$ cat src/rtl/ram_arbiter.sv
// Two-requester (CPU / debug loader) arbiter for a single-port data RAM with READ_LAT-cycle read latency.
// Optional debug starvation guard is built only when ARB_STARVE_GUARD_EN is defined.
module ram_arbiter #(
    parameter int READ_LAT     = 1,
    parameter int STARVE_LIMIT = 4
) (
    input  logic       clk,
    input  logic       rst,
    input  logic       cpu_req,
    input  logic       cpu_we,
    input  logic [7:0] cpu_addr,
    input  logic [7:0] cpu_wdata,
    output logic       cpu_gnt,
    output logic       cpu_rvalid,
    output logic [7:0] cpu_rdata,
    input  logic       dbg_req,
    input  logic       dbg_we,
    input  logic [7:0] dbg_addr,
    input  logic [7:0] dbg_wdata,
    output logic       dbg_gnt,
    output logic       dbg_rvalid,
    output logic [7:0] dbg_rdata,
    input  logic       cpu_paused,
    output logic       mem_en,
    output logic       mem_we,
    output logic [7:0] mem_addr,
    output logic [7:0] mem_wdata,
    input  logic [7:0] mem_rdata
);

    localparam logic [1:0] ST_IDLE   = 2'd0;
    localparam logic [1:0] ST_ACCESS = 2'd1;
    localparam logic [1:0] ST_RDWAIT = 2'd2;
    localparam logic [2:0] LAT_C     = 3'(READ_LAT);

    if (READ_LAT < 1 || READ_LAT > 4 || STARVE_LIMIT < 1 || STARVE_LIMIT > 15) begin : g_bad_param
        $error("ram_arbiter: READ_LAT or STARVE_LIMIT out of legal range");
    end

    logic [1:0] state_q, state_d;
    logic       owner_q, owner_d;          // 1 = debug owns the in-flight access
    logic       we_q, we_d;
    logic [2:0] lat_cnt_q, lat_cnt_d;
    logic       mem_en_q, mem_en_d;
    logic       mem_we_q, mem_we_d;
    logic [7:0] mem_addr_q, mem_addr_d;
    logic [7:0] mem_wdata_q, mem_wdata_d;
    logic       cpu_gnt_q, cpu_gnt_d;
    logic       dbg_gnt_q, dbg_gnt_d;
    logic       cpu_rvalid_q, cpu_rvalid_d;
    logic       dbg_rvalid_q, dbg_rvalid_d;
    logic [7:0] cpu_rdata_q, cpu_rdata_d;
    logic [7:0] dbg_rdata_q, dbg_rdata_d;
    logic       starve_hit_s;
    logic       dbg_wins_s;

`ifdef ARB_STARVE_GUARD_EN
    localparam logic [3:0] STARVE_C = 4'(STARVE_LIMIT);
    logic [3:0] starve_cnt_q, starve_cnt_d;

    // Count contested IDLE arbitrations that debug loses; any debug win clears the count.
    always_comb begin
        starve_hit_s = (starve_cnt_q >= STARVE_C);
        starve_cnt_d = starve_cnt_q;
        if (state_q == ST_IDLE && dbg_req) begin
            if (dbg_wins_s) begin
                starve_cnt_d = 4'd0;
            end else if (starve_cnt_q != 4'hF) begin
                starve_cnt_d = starve_cnt_q + 4'd1;
            end else begin
                starve_cnt_d = starve_cnt_q;
            end
        end else begin
            starve_cnt_d = starve_cnt_q;
        end
    end

    // Starvation counter register.
    always_ff @(posedge clk or negedge rst) begin
        if (!rst) begin
            starve_cnt_q <= 4'd0;
        end else begin
            starve_cnt_q <= starve_cnt_d;
        end
    end
`else
    assign starve_hit_s = 1'b0;
`endif

    // Debug wins when alone, when the CPU is paused, or when the starvation guard fires.
    assign dbg_wins_s = dbg_req & (~cpu_req | cpu_paused | starve_hit_s);

    // Access sequencer: arbitrate and latch in IDLE, drive the RAM in ACCESS, wait out read latency.
    always_comb begin
        state_d      = state_q;
        owner_d      = owner_q;
        we_d         = we_q;
        lat_cnt_d    = lat_cnt_q;
        mem_addr_d   = mem_addr_q;
        mem_wdata_d  = mem_wdata_q;
        cpu_rdata_d  = cpu_rdata_q;
        dbg_rdata_d  = dbg_rdata_q;
        mem_en_d     = 1'b0;
        mem_we_d     = 1'b0;
        cpu_gnt_d    = 1'b0;
        dbg_gnt_d    = 1'b0;
        cpu_rvalid_d = 1'b0;
        dbg_rvalid_d = 1'b0;
        case (state_q)
            ST_IDLE: begin
                if (cpu_req || dbg_req) begin
                    owner_d     = dbg_wins_s;
                    we_d        = dbg_wins_s ? dbg_we    : cpu_we;
                    mem_addr_d  = dbg_wins_s ? dbg_addr  : cpu_addr;
                    mem_wdata_d = dbg_wins_s ? dbg_wdata : cpu_wdata;
                    mem_en_d    = 1'b1;
                    mem_we_d    = dbg_wins_s ? dbg_we : cpu_we;
                    cpu_gnt_d   = ~dbg_wins_s;
                    dbg_gnt_d   = dbg_wins_s;
                    state_d     = ST_ACCESS;
                end else begin
                    state_d = ST_IDLE;
                end
            end
            ST_ACCESS: begin
                if (we_q) begin
                    state_d = ST_IDLE;
                end else begin
                    lat_cnt_d = 3'd1;
                    state_d   = ST_RDWAIT;
                end
            end
            ST_RDWAIT: begin
                if (lat_cnt_q >= LAT_C) begin
                    state_d = ST_IDLE;
                    if (owner_q) begin
                        dbg_rdata_d  = mem_rdata;
                        dbg_rvalid_d = 1'b1;
                    end else begin
                        cpu_rdata_d  = mem_rdata;
                        cpu_rvalid_d = 1'b1;
                    end
                end else begin
                    lat_cnt_d = lat_cnt_q + 3'd1;
                end
            end
            default: begin
                state_d = ST_IDLE;
            end
        endcase
    end

    // Sequencer state and registered outputs.
    always_ff @(posedge clk or negedge rst) begin
        if (!rst) begin
            state_q      <= ST_IDLE;
            owner_q      <= 1'b0;
            we_q         <= 1'b0;
            lat_cnt_q    <= 3'd0;
            mem_en_q     <= 1'b0;
            mem_we_q     <= 1'b0;
            mem_addr_q   <= 8'h00;
            mem_wdata_q  <= 8'h00;
            cpu_gnt_q    <= 1'b0;
            dbg_gnt_q    <= 1'b0;
            cpu_rvalid_q <= 1'b0;
            dbg_rvalid_q <= 1'b0;
            cpu_rdata_q  <= 8'h00;
            dbg_rdata_q  <= 8'h00;
        end else begin
            state_q      <= state_d;
            owner_q      <= owner_d;
            we_q         <= we_d;
            lat_cnt_q    <= lat_cnt_d;
            mem_en_q     <= mem_en_d;
            mem_we_q     <= mem_we_d;
            mem_addr_q   <= mem_addr_d;
            mem_wdata_q  <= mem_wdata_d;
            cpu_gnt_q    <= cpu_gnt_d;
            dbg_gnt_q    <= dbg_gnt_d;
            cpu_rvalid_q <= cpu_rvalid_d;
            dbg_rvalid_q <= dbg_rvalid_d;
            cpu_rdata_q  <= cpu_rdata_d;
            dbg_rdata_q  <= dbg_rdata_d;
        end
    end

    assign cpu_gnt    = cpu_gnt_q;
    assign dbg_gnt    = dbg_gnt_q;
    assign cpu_rvalid = cpu_rvalid_q;
    assign dbg_rvalid = dbg_rvalid_q;
    assign cpu_rdata  = cpu_rdata_q;
    assign dbg_rdata  = dbg_rdata_q;
    assign mem_en     = mem_en_q;
    assign mem_we     = mem_we_q;
    assign mem_addr   = mem_addr_q;
    assign mem_wdata  = mem_wdata_q;

endmodule
$ cat config.mk
export PLATFORM = sky130hd
export DESIGN_NAME = ram_arbiter
export DESIGN_NICKNAME = d
export VERILOG_FILES = /design/src/rtl/ram_arbiter.sv
export SDC_FILE = /design/constraint.sdc
export NUM_CORES = 1
export LEC_CHECK = 0
export BUFFER_PORTS_ARGS = -buffer_cell sky130_fd_sc_hd__buf_4
export CELL_PAD_IN_SITES_DETAIL_PLACEMENT = 1
export CELL_PAD_IN_SITES_GLOBAL_PLACEMENT = 1
export CORE_AREA = 2 2 75 77
export DETAILED_ROUTE_END_ITERATION = 12
export DIE_AREA = 0 0 77 79
export GPL_TIMING_DRIVEN = 0
export PLACE_DENSITY_LB_ADDON = 0.08
export SKIP_CTS_REPAIR_TIMING = 1
export SYNTH_ARGS = -nofsm -noshare
export SYNTH_HDL_FRONTEND = slang
export SYNTH_SLANG_ARGS = --single-unit
$ cat constraint.sdc
create_clock -name clk -period 3 [get_ports clk]
set_input_delay 0.3 -clock clk [delete_from_list [all_inputs] [get_ports clk]]
set_output_delay 0.3 -clock clk [all_outputs]
set_load 0.05 [all_outputs]
---- Word level (Yosys, flattened, before mapping) ----
Cells that the tools add are included.
storage, ports and cells
  register bits ........................... 45
  input bits .............................. 47
  output and inout bits ................... 38
operators by class
  $add $sub $neg .......................... 1
  magnitude comparators ................... 1
  equal/unequal tests ..................... 5
  multiplexer cells ....................... 24
  bitwise gates (word level) .............. 5
  reduce and logical (&&, ||, !) cells .... 7
operator list
  operator               count
  $mux W1                16
  $mux W8                2
  $reduce_and A3 Y1      3
  $mux W3                2
  $ne A2 B2 Y1 const B   3
  $pmux W2 S3            1
  $pmux W3 S2            1
  $mux W2                2
  $add A3 B1 Y3 const B  1
  $ge A3 B1 Y1 const B   1
  $not A1 Y1             3
  $eq A2 B1 Y1 const B   1
  $eq A2 B2 Y1 const B   1
  $logic_not A2 Y1       1
  $reduce_and A2 Y1      1
  $reduce_bool A2 Y1     1
  $and A1 B1 Y1          1
  $logic_or A1 B1 Y1     1
  $or A1 B1 Y1           1

---- Depth between registers and ports, before layout ----
  depth after elaboration ................. 6
  gate-level depth with buffers ........... 7
  depth with buffers taken out ............ 5

---- Least setup slack after synthesis ----
Ideal clock, no wire load.
  path type ............................... reg-to-reg
  start point ............................. reg lat_cnt_q[0]
  end point ............................... reg dbg_rdata_q[0] (netlist: dbg_rdata[0])
  setup time .............................. 125 ps
  arrival ................................. 1718 ps
  required time ........................... 2875 ps
  setup slack ............................. 1157 ps
  cell stages (with the launch flop) ...... 7
  buffers on the path ..................... 2
  clock period less this slack ............ 1843 ps
  cell sequence ........................... dfrtp_1 > ha_1 > or4_1 > clkbuf_2 > and4b_1 > buf_6 > mux2_4
on the way
  longest elaborated chain between the ends .. 2
RTL lines
  what                                line  RTL
  start, declared                     43    logic [2:0] lat_cnt_q, lat_cnt_d;
  start signal, assigned              174   lat_cnt_q <= lat_cnt_d;
  $ge A3 B1 Y1                        134   if (lat_cnt_q >= LAT_C) begin
  $reduce_and A3 Y1 (no source line)  n/a
  end signal, assigned                184   dbg_rdata_q <= dbg_rdata_d;
  end, declared                       53    logic [7:0] dbg_rdata_q, dbg_rdata_d;
Every way passes these cells.
A chain may end at the register's enable or synchronous reset.

---- Worst setup path in the final report ----
  start point ............................. reg state_q[1]
  end point ............................... reg mem_wdata_q[7] (netlist: mem_wdata[7])
on the way
  longest elaborated chain between the ends .. 2
RTL lines
  what                                line  RTL
  start, declared                     40    logic [1:0] state_q, state_d;
  start signal, assigned              171   state_q <= state_d;
  $logic_not A2 Y1                    109   case (state_q)
  $reduce_and A2 Y1 (no source line)  n/a
  end signal, assigned                178   mem_wdata_q <= mem_wdata_d;
  end, declared                       47    logic [7:0] mem_wdata_q, mem_wdata_d;
Every way passes these cells.

==> impl_metrics.tcl <==
set metrics [dict create \
    syn_inst 176 \
    dieArea_sq_um 6083 \
    netlist_top_cells_area "dfrtp_1 58%, mux2_4 6.1%, a31oi_1 5.4%, a21oi_1 5.1%, o21ai_0 4.9%" \
    core_area_sq_um 5338 \
    max_stage_delay_ns 0.59 \
    synthXorXnorAreaFrac_pct 0 \
    ys_seq_area_share_pct 57.51 \
    antenna_found_initial 0 \
    place_hpwl_um 3821 \
    die_x_um 77 \
    dp_slack_ns 0.7900 \
    drtIter0Drc 88 \
    drc 0 \
    cts_tree "built" \
    fillCellCount 658 \
    setup_violations 0 \
    grt_pass1_vias 1776 \
    drive_above_1_share_pct 42.16 \
    synth_nets 225 \
    synth-seq-cells 45 \
    max_cap_violations 0 \
    worst_pin_slew_ns 0.6785 \
    yosys.area_share.simple_pct 9.329 \
    slowest_stage "nor2_1" \
    switchingPower_mw 1.630 \
    hold-worst-slack_ns -0.01472 \
    synthAdderAreaFrac_pct 1.278 \
    crit_chain "clkbuf_1 -> nor2_1 -> nand2_1 -> clkinv_1 -> buf_2 -> a31oi_1" \
    rows 27 \
    min_period_over_period_pct 72.49 \
    io_buffers 84 \
    clock_path_buffers 2 \
    grt_use_met1_pct 20.51 \
    start_util_pct 36.69 \
    vdd_drop_max_mv 0.4787 \
    synth_top_cell_by_area "dfrtp_1" \
    ctsRootBufferMaster "clkbuf_8" \
    first_pass_iters 4 \
    fin_crit_ns 2.175 \
    overflow 0 \
    clockPowerShare_pct 11.1 \
    end_kind "flop" \
    clkSinkCount 45 \
    syn_to_final_growth_pct 41.21 \
    synth_compound_area_share_pct 17.00 \
    synth_top_family_by_area "compound AO/OA/AOI/OAI gates" \
    htreeDepth 2 \
    slew_headroom_pct 54.60 \
    met3_usage_pct 6.136 \
    routedWlPerCell_um 15.30 \
    violations "negative hold slack" \
    switching_share_pct 49.70 \
    tritoncts.num_buffers 5 \
    wirelength_um 5202 \
    syn_area_per_cell_sq_um 11.13 \
    hold_violations 7 \
    path_buf_inv 3 \
    grt_pass1_wl_um 8521 \
    pin_count 85 \
    total_leakage_power_nw 1.294 \
    ant_nets 0 \
    fmax_ghz 0.4598 \
    synth.top_cell.area_share_pct 57.51 \
    criticalPathCategory "reg -> reg" \
    p_int_mw 1.649 \
    seqPwrFrac_pct 30.9 \
    grt_max_degree 46 \
    clkTransAtPathRegs_ns 0.09 \
    critPathTopFamily "simple AND/OR/NAND/NOR gates" \
    path_max_fanout 10 \
    nets 316 \
    vias 1705 \
    rsz0062_at_grt "no" \
    crit_path_start_kind "flop" \
    n_antenna_cell 0 \
    vias_per_cell 5.015 \
    finClkSkew_ns 0.005933 \
    setup_slack_ns 0.8252 \
    p_comb_share_pct 57.9 \
    syn-cell-area_sq_um 1958 \
    worstPathArrival_ns 2.34 \
    worstHoldPathType "in -> async" \
    ys_warn_count 0 \
    grtUsageMet2_pct 32.72 \
    tns_ns 0 \
    status "finished, violations left" \
    synth.distinct_cells 28 \
    track_usage_pct 17.94 \
    power_density_nw_per_um2 1186 \
    crit_required_ns 3.17 \
    synthMuxAreaShare_pct 10.73 \
    clkLatencyLatePin_ns 0.29 \
    globalplace.congestion 0.7078 \
    drv_slew 0 \
    fp.dieH_um 79 \
    busiest_layer "met2" \
]
-- cells by family after synthesis --
kind of cell | after synthesis
AND/OR/NAND/NOR | 34
AO/OA/AOI/OAI | 60
buffers and inverters | 19
adder cells (fa/ha/maj) | 2
flip-flops | 45
multiplexers | 16
-- stage by stage --
| stage | total power [mW] | hold slack [ns] | utilization [%] | instances | instance area (sq um) |
|---|---|---|---|---|---|
| after detailed placement | 2.951 | 0.3358 | 50.19 | 332 | 2679 |
| final | 3.279 | -0.01472 | 51.81 | 340 | 2765 |
| after floorplan | 2.333 | 0.004409 | - | 176 | 1958 |
| after global placement | 2.913 | 0.3419 | 50.19 | 332 | 2679 |
| after CTS | 3.322 | 0.01110 | 51.81 | 340 | 2765 |
| after global routing | 3.459 | 0.01107 | 51.81 | 340 | 2765 |
-- worst paths after layout --
kind / start / end / slack (ns) / depth (start not counted)
min in group clk: mem_rdata[4] / dbg_rdata[4]$_DFFE_PN0P_ / 0.24 / 2
setup reg to reg: state_q[1]$_DFFE_PN0P_ / mem_wdata[7]$_DFFE_PN0P_ / 0.83 / 6
hold reg to reg: cpu_rdata[4]$_DFFE_PN0P_ / cpu_rdata[4]$_DFFE_PN0P_ / 0.51 / 1
hold / removal: rst / cpu_rdata[1]$_DFFE_PN0P_ / -0.01 / 1
max in group asynchronous: rst / dbg_rdata[0]$_DFFE_PN0P_ / 2.62 / 1
setup / recovery: state_q[1]$_DFFE_PN0P_ / mem_wdata[7]$_DFFE_PN0P_ / 0.83 / 6
-- synthesized netlist by cell type --
cell,n
dfrtp_1,45
a21oi_1,20
o21ai_0,19
a31oi_1,17
nand3_1,17
clkbuf_1,11
mux2_2,8
mux2_4,8
inv_1,4
nor2_1,4
nand2_1,3
a21o_1,2
ha_1,2
nand2b_1,2
a211o_1,1
and3_1,1
and4b_1,1
buf_2,1
buf_6,1
clkbuf_2,1
clkinv_1,1
nand3_2,1
nor2b_1,1
nor3_1,1
nor3b_1,1
o31ai_1,1
or2_2,1
or4_1,1
-- power groups by stage --
stage               sequential (mW)  clock [mW]  combinational [mW]
floorplan                      1.86           0               0.473
global placement               1.02           0                1.89
detailed placement             1.03           0                1.92
CTS                            1.02       0.380                1.92
global route                   1.05       0.403                2.01
finish                         1.01       0.364                1.90
-- final cells by class --
type	instances	area, sq um	area share [%]
inverters	5	18.77	0.6787
clock inverters	3	17.52	0.6335
multi-input cells	112	750.7	27.15
clock buffers	5	68.82	2.489
flip-flops and latches	45	1126	40.72
plain buffers	14	62.56	2.262
well taps	72	90.09	3.258
repair buffers	84	630.6	22.81
-- flip-flops by register name, summed over array words and instances (netlist names) --
name / flops
cpu_rdata: 8
dbg_rdata: 8
mem_addr: 8
mem_wdata: 8
lat_cnt_q: 3
state_q: 2
cpu_gnt: 1
cpu_rvalid: 1
dbg_gnt: 1
dbg_rvalid: 1
mem_en: 1
mem_we: 1
owner_q: 1
we_q: 1
-- per-layer routing --
| metal | vias to the layer above | part of all wire [%] |
|---|---|---|
| li1 | 816 | - |
| met5 | - | 0 |
| met1 | 833 | 41 |
| met4 | 0 | 0.37 |
| met2 | 54 | 52 |
| met3 | 2 | 6.4 |
-- layout by cell type (no fill, tap or decap), types with 2 or more instances in the layout --
cell type and n:
nand3_1 17, buf_4 84, nand2b_1 2, nand2_1 3, mux2_2 8, a21oi_1 20
a31oi_1 17, clkbuf_8 5, dfrtp_1 45, clkbuf_1 11, mux2_4 8, inv_1 4
nor2_1 4, ha_1 2, clkinv_2 2, o21ai_0 19, a21o_1 2
Power figures use the tool's default switching activity.
